`config.mk`:
```
export PLATFORM = sky130hd
export DESIGN_NAME = retire_rob
export DESIGN_NICKNAME = d
export VERILOG_FILES = /design/src/rtl/retire_rob.sv
export SDC_FILE = /design/constraint.sdc
export NUM_CORES = 1
export LEC_CHECK = 0
export CORE_UTILIZATION = 60
export DETAILED_ROUTE_END_ITERATION = 6
export PLACE_DENSITY = 0.79
export SYNTH_ARGS = -nofsm -noshare
export SYNTH_HDL_FRONTEND = slang
export SYNTH_SLANG_ARGS = --single-unit
```
`constraint.sdc`:
```
create_clock -name clk -period 10.7 [get_ports clk]
set_input_delay 2.14 -clock clk [delete_from_list [all_inputs] [get_ports clk]]
set_output_delay 2.14 -clock clk [all_outputs]
set_load 0.02 [all_outputs]
```
`src/rtl/retire_rob.sv`:
```
// retire_rob: in-order reorder buffer that allocates entries at dispatch,
// marks them done on completion, and retires one done head entry per cycle,
// returning the superseded physical tag to the free pool.
//
// Optional feature: define ROB_FLUSH_EN to add the flush input.
//
// Ports:
//   clk, rst                       clock, synchronous active-high reset
//   disp_valid / disp_ready        dispatch handshake (ready = !full)
//   disp_reg_write, disp_rd,
//   disp_rrd, disp_old_tag         dispatched entry payload
//   disp_idx                       index allocated to the offered entry (tail)
//   cmpl_valid, cmpl_idx           execution-done mark
//   push_free_reg, freed_reg       tag returned to the free pool on retire
//   retire_valid, retire_rd,
//   retire_rrd                     commit report (combinational, from head)
//   count, empty, full             occupancy
//   flush (ROB_FLUSH_EN only)      discard all entries at the next edge
module retire_rob #(
    parameter int unsigned DEPTH      = 16,
    parameter int unsigned PREG_WIDTH = 6,
    parameter int unsigned AREG_WIDTH = 5
) (
    input  logic                       clk,
    input  logic                       rst,
`ifdef ROB_FLUSH_EN
    input  logic                       flush,
`endif
    input  logic                       disp_valid,
    output logic                       disp_ready,
    input  logic                       disp_reg_write,
    input  logic [AREG_WIDTH-1:0]      disp_rd,
    input  logic [PREG_WIDTH-1:0]      disp_rrd,
    input  logic [PREG_WIDTH-1:0]      disp_old_tag,
    output logic [$clog2(DEPTH)-1:0]   disp_idx,
    input  logic                       cmpl_valid,
    input  logic [$clog2(DEPTH)-1:0]   cmpl_idx,
    output logic                       push_free_reg,
    output logic [PREG_WIDTH-1:0]      freed_reg,
    output logic                       retire_valid,
    output logic [AREG_WIDTH-1:0]      retire_rd,
    output logic [PREG_WIDTH-1:0]      retire_rrd,
    output logic [$clog2(DEPTH):0]     count,
    output logic                       empty,
    output logic                       full
);

    localparam int unsigned IDX_W = $clog2(DEPTH);
    localparam int unsigned CNT_W = IDX_W + 1;

    // Per-entry state
    logic [DEPTH-1:0]      valid_q, valid_d;
    logic [DEPTH-1:0]      done_q,  done_d;
    logic [DEPTH-1:0]      rw_q,    rw_d;
    logic [AREG_WIDTH-1:0] rd_q    [DEPTH];
    logic [AREG_WIDTH-1:0] rd_d    [DEPTH];
    logic [PREG_WIDTH-1:0] rrd_q   [DEPTH];
    logic [PREG_WIDTH-1:0] rrd_d   [DEPTH];
    logic [PREG_WIDTH-1:0] old_q   [DEPTH];
    logic [PREG_WIDTH-1:0] old_d   [DEPTH];

    // Pointers and occupancy
    logic [IDX_W-1:0] head_q, head_d;
    logic [IDX_W-1:0] tail_q, tail_d;
    logic [CNT_W-1:0] count_q, count_d;

    logic full_w;
    logic disp_fire;
    logic retire_w;
    logic flush_w;

`ifdef ROB_FLUSH_EN
    assign flush_w = flush;
`else
    assign flush_w = 1'b0;
`endif

    // Occupancy flags come straight from the registered count
    assign full_w     = (count_q == CNT_W'(DEPTH));
    assign full       = full_w;
    assign empty      = (count_q == '0);
    assign count      = count_q;
    assign disp_ready = !full_w;
    assign disp_idx   = tail_q;

    // No retire-bypass into a full ROB; reset suppresses the retire so no tag escapes
    assign disp_fire = disp_valid && !full_w;
    assign retire_w  = valid_q[head_q] && done_q[head_q] && !rst;

    // Retire report and tag return; a reg_write to x0 frees the unmapped new tag
    always_comb begin
        retire_valid  = retire_w;
        retire_rd     = '0;
        retire_rrd    = '0;
        push_free_reg = 1'b0;
        freed_reg     = '0;
        if (retire_w) begin
            retire_rd     = rd_q[head_q];
            retire_rrd    = rrd_q[head_q];
            push_free_reg = rw_q[head_q];
            if (rw_q[head_q]) begin
                freed_reg = (rd_q[head_q] != '0) ? old_q[head_q] : rrd_q[head_q];
            end
        end
    end

    // Next-state: completion, retire, dispatch, then flush overriding all
    always_comb begin
        valid_d = valid_q;
        done_d  = done_q;
        rw_d    = rw_q;
        rd_d    = rd_q;
        rrd_d   = rrd_q;
        old_d   = old_q;
        head_d  = head_q;
        tail_d  = tail_q;
        count_d = count_q;

        // Only valid entries can be marked; the tail slot is invalid before its dispatch edge
        if (cmpl_valid && valid_q[cmpl_idx]) begin
            done_d[cmpl_idx] = 1'b1;
        end

        if (retire_w) begin
            valid_d[head_q] = 1'b0;
            done_d[head_q]  = 1'b0;
            head_d          = IDX_W'(head_q + IDX_W'(1));
        end

        if (disp_fire) begin
            valid_d[tail_q] = 1'b1;
            done_d[tail_q]  = 1'b0;
            rw_d[tail_q]    = disp_reg_write;
            rd_d[tail_q]    = disp_rd;
            rrd_d[tail_q]   = disp_rrd;
            old_d[tail_q]   = disp_old_tag;
            tail_d          = IDX_W'(tail_q + IDX_W'(1));
        end

        count_d = CNT_W'(count_q + CNT_W'(disp_fire) - CNT_W'(retire_w));

        if (flush_w) begin
            valid_d = '0;
            done_d  = '0;
            head_d  = '0;
            tail_d  = '0;
            count_d = '0;
        end
    end

    // Control state with synchronous reset
    always_ff @(posedge clk) begin
        if (rst) begin
            valid_q <= '0;
            done_q  <= '0;
            head_q  <= '0;
            tail_q  <= '0;
            count_q <= '0;
        end else begin
            valid_q <= valid_d;
            done_q  <= done_d;
            head_q  <= head_d;
            tail_q  <= tail_d;
            count_q <= count_d;
        end
    end

    // Payload storage; only meaningful while the entry is valid
    always_ff @(posedge clk) begin
        rw_q  <= rw_d;
        rd_q  <= rd_d;
        rrd_q <= rrd_d;
        old_q <= old_d;
    end

endmodule

```
==> metrics.md, run 1 <==
| Metric | Value |
|---|---|
| Clock Latency Late Sink | about 560 ps |
| Routed WL per cell | 28.22 um |
| Clock Tree Root | clkbuf_16 |
| Commonest non-fill, non-tap cells in the layout | edfxtp_1, mux4_2, clkdlybuf4s50_1 |
| Worst path cell trace | buf_4, mux4_1, mux4_2, nor4_4, mux2i_1, nor2_1, clkdlybuf4s50_1 |
| Initial DRC count | 793 |
| Max-cap violations | 0 |
| Worst VDD drop | about 0.13 mV |
| Post-Synthesis Cells | between 700 and 800 |
| Synth Area in Simple Gates | 0.04741 |
| Worst R2R Path Depth | 15 |
| Dpl cell area | approximately 14000 um2 |
| RSZ-0062 raised after global routing | false |
| Largest net degree at the start of global routing | 49 |
| Lkg Pwr | ~4.8 nW |
| Final Max Tran Viols | 0 |
| Final Routed Wirelength | just over 30000 um |
| Layout cells sized above 1 | 0.1863 |
| Ys Warns | 0 |
| Adder-cell share of the synthesized area | 0.01459 |
| CP endpoint | freed_reg[3] |
| FP Rows | between 50 and 60 |
| Fin Clk Skew | about 9.9 ps |
| Final setup vio count | 0 |
| IO buf count | 56 |
| Worst-Margin Slew | roughly 1200 ps |
| Post-synth EDFFs | roughly 290 |
| Setup Buffers After CTS | 0 |
| Layout overhead on the synthesized area | 14.74% |
| Post-DP HPWL | 15990 um |
| Slew headroom | 0.2241 |
| Hold Slack | slightly above 500 ps |
| Post-synthesis mux area share | 0.1601 |
| Largest family of logic cells by synthesized area | multiplexers |
| Reg2reg start | head_q[2] |
| CTS Sinks | 333 |
| Hold_buf cts | 0 |
| Status | complete, no violations |
| CP top delay family | buffers and inverters |
| Initial antenna violation count | 0 |
| Die X | roughly 150 um |
| Mapped Area | approximately 13000 um2 |
| Hold Path Class | reg2reg |
| Crit. End Element | primary output |
| I/O pins | 57 |
| Fin crit period | slightly above 7000 ps |
| Register area share after synthesis | 0.7136 |
| Buffer depth of the longest clock path | 3 |
| Design area | between 15000 and 20000 um2 |
| RePlAce Congestion | about 0.90 |
| Reg-to-reg setup timing slack | 6350 ps |
| H-Tree Depth | 1 |
| Netlist cell types | 46 |
| Crit path kind | reg2out |
| Grt total ovfl | 0 |
| GRT Util Overall | 0.2770 |
| Levels on crit path | 7 |
| Synth Area in Compound Gates | 0.04133 |
| Setup TNS | 0 ps |
| Worst path bufs/invs | 2 |
| TritonCTS clock tree | built |
| Pwr Total | about 2.8 mW |
| Residual DRC | 0 |
| Vias per cell | roughly 6.7 |
| Crit-path max cell delay | between 700 and 800 ps |
| Post-DRT Antenna Nets | 0 |
| Final Hold Viols | 0 |
| CP required | ~8600 ps |
| Highest clock rate | between 100 and 150 MHz |
| CP startpoint kind | flip-flop |
| Final nets | between 800 and 900 |
| N_diodes | 0 |
| Total iterations of the first detailed-routing run | 6 |
| Top_reg_cell synth | edfxtp_1 |
| Max FO, Critical Path | 46 |
| Syn Area/Cell | between 15 and 20 um2 |
| Worst setup path startpoint | head_q[0] |
| Global-route wire length before repair | around 44000 um |
| Pwr Density | around 180 nW/um2 |
| Routed via count | between 7k and 8k |
| Die area | between 20000 and 25000 um2 |
| Xor and xnor fraction of the mapped netlist area | 0.005891 |
| Initial core utilization | 0.6132 |
| PostCTS Resize Cnt | 0 |
| Finished Layout Cells | around 1.1k |
| CORE AREA | roughly 22000 um2 |
| Vias in the first global route | ~7.3k |
| Syn Nets | 758 |
| Clock transition at the registers of the reported paths | 60 ps |
| Die Y | 151.3 um |
| Most common cell after layout, fill and taps aside | edfxtp_1 |
| Period utilisation layout | 0.6675 |
| Crit path DAT | 5000 ps |
| Num CTS Buffers | 31 |
| Cell count after placement | just over 1k |
| Reg2reg end | count[4] |
| Share of flip-flops with an asynchronous set or reset | 0 |
| Synth Register Bits | between 300 and 400 |
| Slowest library cell on the worst path | buf_4 |
==> state kept, by name (all words and copies together), names as in the netlist <==
| register | flops |
|---|---|
| old_q | 96 |
| rrd_q | 96 |
| rd_q | 80 |
| done_q | 16 |
| rw_q | 16 |
| valid_q | 16 |
| count | 5 |
| disp_idx | 4 |
| head_q | 4 |
==> routing by layer <==
layer | global-route usage | wire length, um | vias to the layer above
li1 | - | - | 3039
met1 | 0.3680 | 11260 | 3670
met2 | 0.4587 | 15580 | 459
met3 | 0.04367 | 2645 | 86
met4 | 0.1170 | 1134 | 0
met5 | 0 | 0 | -
==> kinds of logic (layout without fill, tap and decap cells) <==
logic type	count (synthesis)	in the layout
DFF	333	333
muxes	96	96
adders and majority gates	15	15
buffers and inverters	48	136
AOI/OAI and AO/OA	83	83
and+or+nand+nor	133	133
xor gates and xnor gates	9	9
==> Yosys cell counts (all sizes together) (2+ instances only) <==
cell type    n  area share
a21o         2      0.0011
dfxtp       45       0.067
nor3         8      0.0030
nand2       31      0.0087
nand3        3      0.0011
nand3b       2      0.0011
clkbuf      18      0.0050
a2111oi     16       0.010
inv         15      0.0042
edfxtp     288        0.65
and4b        2      0.0015
ha          14       0.013
and2         8      0.0037
a31oi        5      0.0023
a22o         3      0.0020
nor4         3      0.0025
a21oi       34       0.013
nor2        55       0.015
o21ai        7      0.0026
mux4        89        0.15
xnor2        6      0.0039
nor2b       15      0.0070
mux2i        7      0.0052
a311o        2      0.0015
xor2         3      0.0020
buf         15      0.0079
nand2b       2     0.00093
a22oi        7      0.0039
==> final cells by class <==
class	count	area [um2]
clock buffers	32	779.5
clock inverters	24	271.5
fillers	1335	6470
inverters	15	56.30
multi-input cells	336	3714
flip-flops and latches	333	9554
well taps	280	350.3
repair buffers	65	628.1
==> how the worst min path moves through the flow <==
stage	start	to	slack, ps	depth (start not counted)
floorplan	valid_q[14]	valid_q[14]	460	2
global placement	valid_q[15]	valid_q[15]	490	2
detailed placement	valid_q[12]	valid_q[12]	500	2
CTS	done_q[14]	done_q[14]	520	2
global route	done_q[14]	done_q[14]	540	2
finish	done_q[14]	done_q[14]	510	2
==> power breakdown <==
| part | switching (mW) | total, mW | internal (mW) |
|---|---|---|---|
| clock | 0.466 | 1.14 | 0.671 |
| combinational | 0.122 | 0.208 | 0.0859 |
| sequential | 0.0173 | 1.47 | 1.45 |
| total | 0.606 | 2.81 | 2.21 |
==> through the flow <==
stage | util | worst slack (ps)
finish | 0.7035 | 3558
global placement | 0.6554 | 4186
floorplan | - | 5484
global route | 0.7035 | 3273
detailed placement | 0.6554 | 4085
CTS | 0.7035 | 3452
==> worst reg2reg max path, cell delays in order (launching register included) <==
cell and delay (ps):
dfxtp_1 690, inv_2 460, a311o_1 420, a41oi_1 290, nor3_1 160, o21bai_1 180, buf_4 260, inv_1 150
ha_1 300, inv_1 40, ha_1 210, fa_1 430, a21oi_1 140, nor2_1 60, or3_1 340, a21oi_1 150
Note: power is estimated with default switching activity, not from simulation.
==> run 2: changes to the inputs <==
Clock period 10.7 ns to 7.3 ns, I/O delays scaled along.
==> run 2 against run 1 <==
Effect of this change:
- hold slack improved by 2.8 ps
- die area did not move
- clock skew barely moved
- critical endpoint is now freed_reg[2]
- largest cell class unchanged
- total power rose by 48%
- critical path depth rose by 3
- critical path type unchanged
==> metrics.md, run 2 (synthesis gave the netlist of run 1 again) <==
| Metric | Value |
|---|---|
| Final Max Tran Viols | 0 |
| H-Tree Depth | 2 |
| Worst VDD drop | 0.2019 mV |
| Fin Clk Skew | between 10 and 15 ps |
| Worst-Margin Slew | between 1000 and 1500 ps |
| DP Worst Slack | 1910 ps |
| I/O pins | 57 |
| Design area | between 15000 and 20000 um2 |
| Routed WL per cell | about 28 um |
| Setup TNS | 0 ps |
| Max FO, Critical Path | 38 |
| Slew headroom | 0.08743 |
| Num CTS Buffers | 34 |
| Hold_sp | valid_q[13] |
| Die Y | roughly 150 um |
| CP required | just under 6000 ps |
| Crit path kind | reg2out |
| Crit path DAT | about 4600 ps |
| Vias per cell | approximately 6.6 |
| Reg2reg start | head_q[1] |
| FP Rows | 54 |
| Largest net degree at the start of global routing | between 50 and 60 |
| Clock Tree Root | clkbuf_16 |
| Max-cap violations | 0 |
| Setup Buffers After CTS | 0 |
| Lkg Pwr | ~4.8 nW |
| Clock transition at the registers of the reported paths | ~60 ps |
| Worst setup path startpoint | head_q[1] |
| RSZ-0062 raised after global routing | false |
| Final nets | 831 |
| Die X | 151.3 um |
| Clock Latency Late Sink | roughly 500 ps |
| TritonCTS clock tree | built |
| RePlAce Congestion | 0.8636 |
| Residual DRC | 0 |
| IO buf count | 56 |
| FILL cells | approximately 1.3k |
| Layout overhead on the synthesized area | 15.24% |
| Fin crit period | just over 6000 ps |
| Crit. End Element | primary output |
| Slowest library cell on the worst path | dfxtp_2 |
| Commonest non-fill, non-tap cells in the layout | edfxtp_1, mux4_2, clkdlybuf4s50_1 |
| Buffer depth of the longest clock path | 3 |
| Initial DRC count | just under 800 |
| Most common cell after layout, fill and taps aside | edfxtp_1 |
| Hold Slack | slightly above 500 ps |
| Total iterations of the first detailed-routing run | 5 |
| Crit-path max cell delay | a little under 1000 ps |
| Initial core utilization | 0.6132 |
| Dpl cell area | between 10000 and 15000 um2 |
| Worst setup margin | 1265 ps |
| Worst path cell trace | buf_4, inv_1, a311o_1, o211ai_1, nor3_1, o21bai_1, buf_4, a21o_1, nor2_1, clkdlybuf4s50_1 |
| Die area | around 23000 um2 |
| Period utilisation layout | 0.8267 |
| Initial antenna violation count | 0 |
| Vias in the first global route | roughly 7.3k |
| Crit path top cell by count | buf_4 |
| GRT Util Overall | 0.2748 |
| CTS Sinks | around 330 |
| Post-DRT Antenna Nets | 0 |
| CORE AREA | 21820 um2 |
| Status | complete, no violations |
| Routed via count | ~7.3k |
| Final Hold Viols | 0 |
| Pwr Density | approximately 270 nW/um2 |
| Post-DP HPWL | roughly 17000 um |
| Highest clock rate | around 170 MHz |
| Layout cells sized above 1 | 0.1916 |
| Final Routed Wirelength | approximately 30000 um |
| Final setup vio count | 0 |
| Grt total ovfl | 0 |
| Hold_buf cts | 0 |
| PostCTS Resize Cnt | 0 |
| Hold Path Class | reg2reg |
| CP startpoint kind | flip-flop |
| Global-route wire length before repair | approximately 44000 um |
| Largest regs | old_q x96, rrd_q x96, rd_q x80 |
| N_diodes | 0 |
## run 2: power by group
| group | switching [mW] | internal, mW |
|---|---|---|
| Clock | 0.691 | 1.02 |
| Combinational | 0.176 | 0.125 |
| Sequential | 0.0256 | 2.13 |
## run 2: final cells by class
class	instances	area, um2	area share
tap	280	350.3	0.02272
timing repair buffer	70	665.6	0.04316
inverter	15	56.30	0.003651
clock buffer	38	887.1	0.05753
multi-input combinational	336	3700	0.2399
sequential	333	9554	0.6196
clock inverter	22	207.7	0.01347
## run 2: critical path, delay by kind of cell, from the launching register on
| kind | cells | cell delay (ps) |
|---|---|---|
| buffers and inverters | 4 | 1500 |
| AND/OR/NAND/NOR | 2 | 270 |
| flip-flops | 1 | 970 |
| AO/OA/AOI/OAI | 4 | 1280 |
## run 2: final timing paths
check	to	slack, ps	depth (start not counted)
hold reg to reg	valid_q[13]	520	2
setup / recovery	freed_reg[2]	1260	10
setup reg to reg	count[4]	2370	16
hold / removal	valid_q[13]	520	2
## run 2: per-stage QoR
| stage | std cells | util | power, mW |
|---|---|---|---|
| after CTS | 1094 | 0.7063 | 4.187 |
| after detailed placement | 1034 | 0.6562 | 2.489 |
| final | 1094 | 0.7066 | 4.160 |
| after global routing | 1094 | 0.7066 | 4.284 |
| after global placement | 1034 | 0.6562 | 2.475 |
| after floorplan | 717 | - | 2.354 |
## run 2: metal layers
metal / vias up / GRT usage / wire (um)
li1: 3069 / - / -
met1: 3727 / 0.3732 / 11940
met2: 408 / 0.4461 / 14930
met3: 68 / 0.05693 / 2456
met4: 0 / 0.09400 / 841
met5: - / 0 / 0
==> run 3: changes to the inputs <==
Settings changed: CORE_UTILIZATION 60 to 54, PLACE_DENSITY 0.79 to 0.75.
Clock period 7.3 ns to 4.95 ns, I/O delays scaled along.
==> run 3 against run 2 <==
Effect of this change:
- routed wire length grew 0.38%
- largest cell class unchanged
- largest power group unchanged
- flip-flop and latch count is the same
- non-clock buffer count grew 11
==> metrics.md, run 3 (synthesis gave the netlist of run 1 again) <==
| Metric | Value |
|---|---|
| CP top delay family | multiplexers |
| Die Y | between 150 and 200 um |
| Final Routed Wirelength | approximately 30000 um |
| Crit path kind | reg2out |
| Hold Path Class | reg2reg |
| Period utilisation layout | 0.9606 |
| Routed via count | 7193 |
| Vias per cell | between 6 and 7 |
| Num CTS Buffers | 34 |
| Crit. End Element | primary output |
| Residual DRC | 0 |
| RePlAce Congestion | ~0.88 |
| Worst-Margin Slew | approximately 1200 ps |
| Clock Tree Root | clkbuf_16 |
| CORE AREA | roughly 24000 um2 |
| GRT Util Overall | 0.2462 |
| Max-cap violations | 0 |
| Hold_buf cts | 0 |
| Initial DRC count | approximately 690 |
| Commonest non-fill, non-tap cells in the layout | edfxtp_1, mux4_2, clkdlybuf4s50_1 |
| RSZ-0062 raised after global routing | false |
| Pwr Density | roughly 400 nW/um2 |
| Clock transition at the registers of the reported paths | around 60 ps |
| Largest regs | old_q x96, rrd_q x96, rd_q x80 |
| Post-DP HPWL | 17430 um |
| Initial antenna violation count | 1 |
| Post-DRT Antenna Nets | 0 |
| Final Hold Viols | 0 |
| Buffer depth of the longest clock path | 3 |
| Design area | about 16000 um2 |
| Grt total ovfl | 0 |
| Initial core utilization | 0.5502 |
| Worst path cell trace | buf_4, mux4_2, mux4_2, mux2i_1, nor2_1, clkdlybuf4s50_1 |
| Total iterations of the first detailed-routing run | 6 |
| TritonCTS clock tree | built |
| I/O pins | 57 |
| Worst path bufs/invs | 2 |
| CTS Sinks | 333 |
| Status | complete, no violations |
| Highest clock rate | approximately 210 MHz |
| Layout overhead on the synthesized area | 16.52% |
| Clock Latency Late Sink | 510 ps |
| Slowest library cell on the worst path | buf_4 |
| Most common cell after layout, fill and taps aside | edfxtp_1 |
| Dpl cell area | 14420 um2 |
| Crit path top cell by count | mux4_2 |
| Routed WL per cell | approximately 26 um |
| Lkg Pwr | slightly below 5 nW |
| Die area | around 25000 um2 |
| H-Tree Depth | 2 |
| FP Rows | 57 |
| Vias in the first global route | 7467 |
| FILL cells | approximately 1.6k |
| Largest net degree at the start of global routing | 46 |
| Crit path DAT | ~3800 ps |
| Layout cells sized above 1 | 0.2056 |
| Die X | between 150 and 200 um |
| Final setup vio count | 0 |
| CP startpoint kind | flip-flop |
| Crit-path max cell delay | 660 ps |
| Global-route wire length before repair | approximately 46000 um |
| Fin crit period | between 4000 and 5000 ps |
| IO buf count | between 50 and 60 |
| Final nets | 842 |
| Worst VDD drop | roughly 0.28 mV |
| Fin Clk Skew | about 6.7 ps |
| Max FO, Critical Path | 36 |
| Slew headroom | 0.1973 |
| Setup TNS | 0 ps |
| Final Max Tran Viols | 0 |
| CP required | around 4000 ps |
-- run 3: changes by cell type in the layout (fill, tap and decap cells not counted), sizes merged --
cell / previous run / this run
buf: 14 / 25
diode: 0 / 1
clkinvlp: 0 / 2
clkbuf: 38 / 40
clkinv: 17 / 15
-- run 3: report_power, final --
part	switching, mW	internal [mW]
Combinational	0.268	0.187
Clock	1.03	1.58
Sequential	0.0354	3.13
Total	1.33	4.90
-- run 3: metal layers --
layer / part of all wire / GRT usage
met5: 0 / 0
met3: 0.065 / 0.04220
met4: 0.020 / 0.07299
met1: 0.40 / 0.3229
met2: 0.52 / 0.4250
-- run 3: repair_timing --
action | in CTS | in global routing
gates resized for setup | 0 | 3
endpoints found under the setup margin | 0 | 16
setup buffers | 0 | 1
-- run 3: worst register-to-register path, cell delays in order (launching register included) --
cell and delay (ps):
dfxtp_4 600, buf_6 330, nor2b_1 280, o21ai_0 180, o22ai_1 290, nor3_1 150, o21bai_2 350, inv_1 140
ha_1 300, inv_1 40, ha_1 200, fa_1 440, a21oi_1 170, nor2_1 70, or3_1 350, a21oi_1 160
-- run 3: path summary, 6_finish.rpt --
path / startpoint / to / slack [ps] / cells after the start
max: head_q[0] / freed_reg[0] / 200 / 6
min: valid_q[15] / valid_q[15] / 510 / 2
max reg2reg: head_q[0] / count[4] / 830 / 15
min reg2reg: valid_q[15] / valid_q[15] / 510 / 2
-- run 3: cell type report --
cell class	instances	area, um2	area share
flip-flops and latches	333	9554	0.6127
multi-input cells	336	3667	0.2352
clock buffers	40	947.2	0.06074
repair buffers	81	752.0	0.04823
well taps	324	405.4	0.02600
clock inverters	22	207.7	0.01332
inverters	15	56.30	0.003611
diodes	1	2.502	0.0001605
-- run 3: through the flow --
stage          hold slack (ps)  std cells  worst slack, ps  utilization  power (mW)
4_1_cts                  515.5       1150            30.33       0.6402       6.251
6_report                 514.8       1152            195.2       0.6411       6.230
3_3_place_gp             488.6       1088            719.7       0.5927       3.649
5_1_grt                  550.2       1151            42.20       0.6410       6.408
3_5_place_dp             495.8       1088            576.8       0.5927       3.677
2_1_floorplan            464.8        717             1050            -       3.471
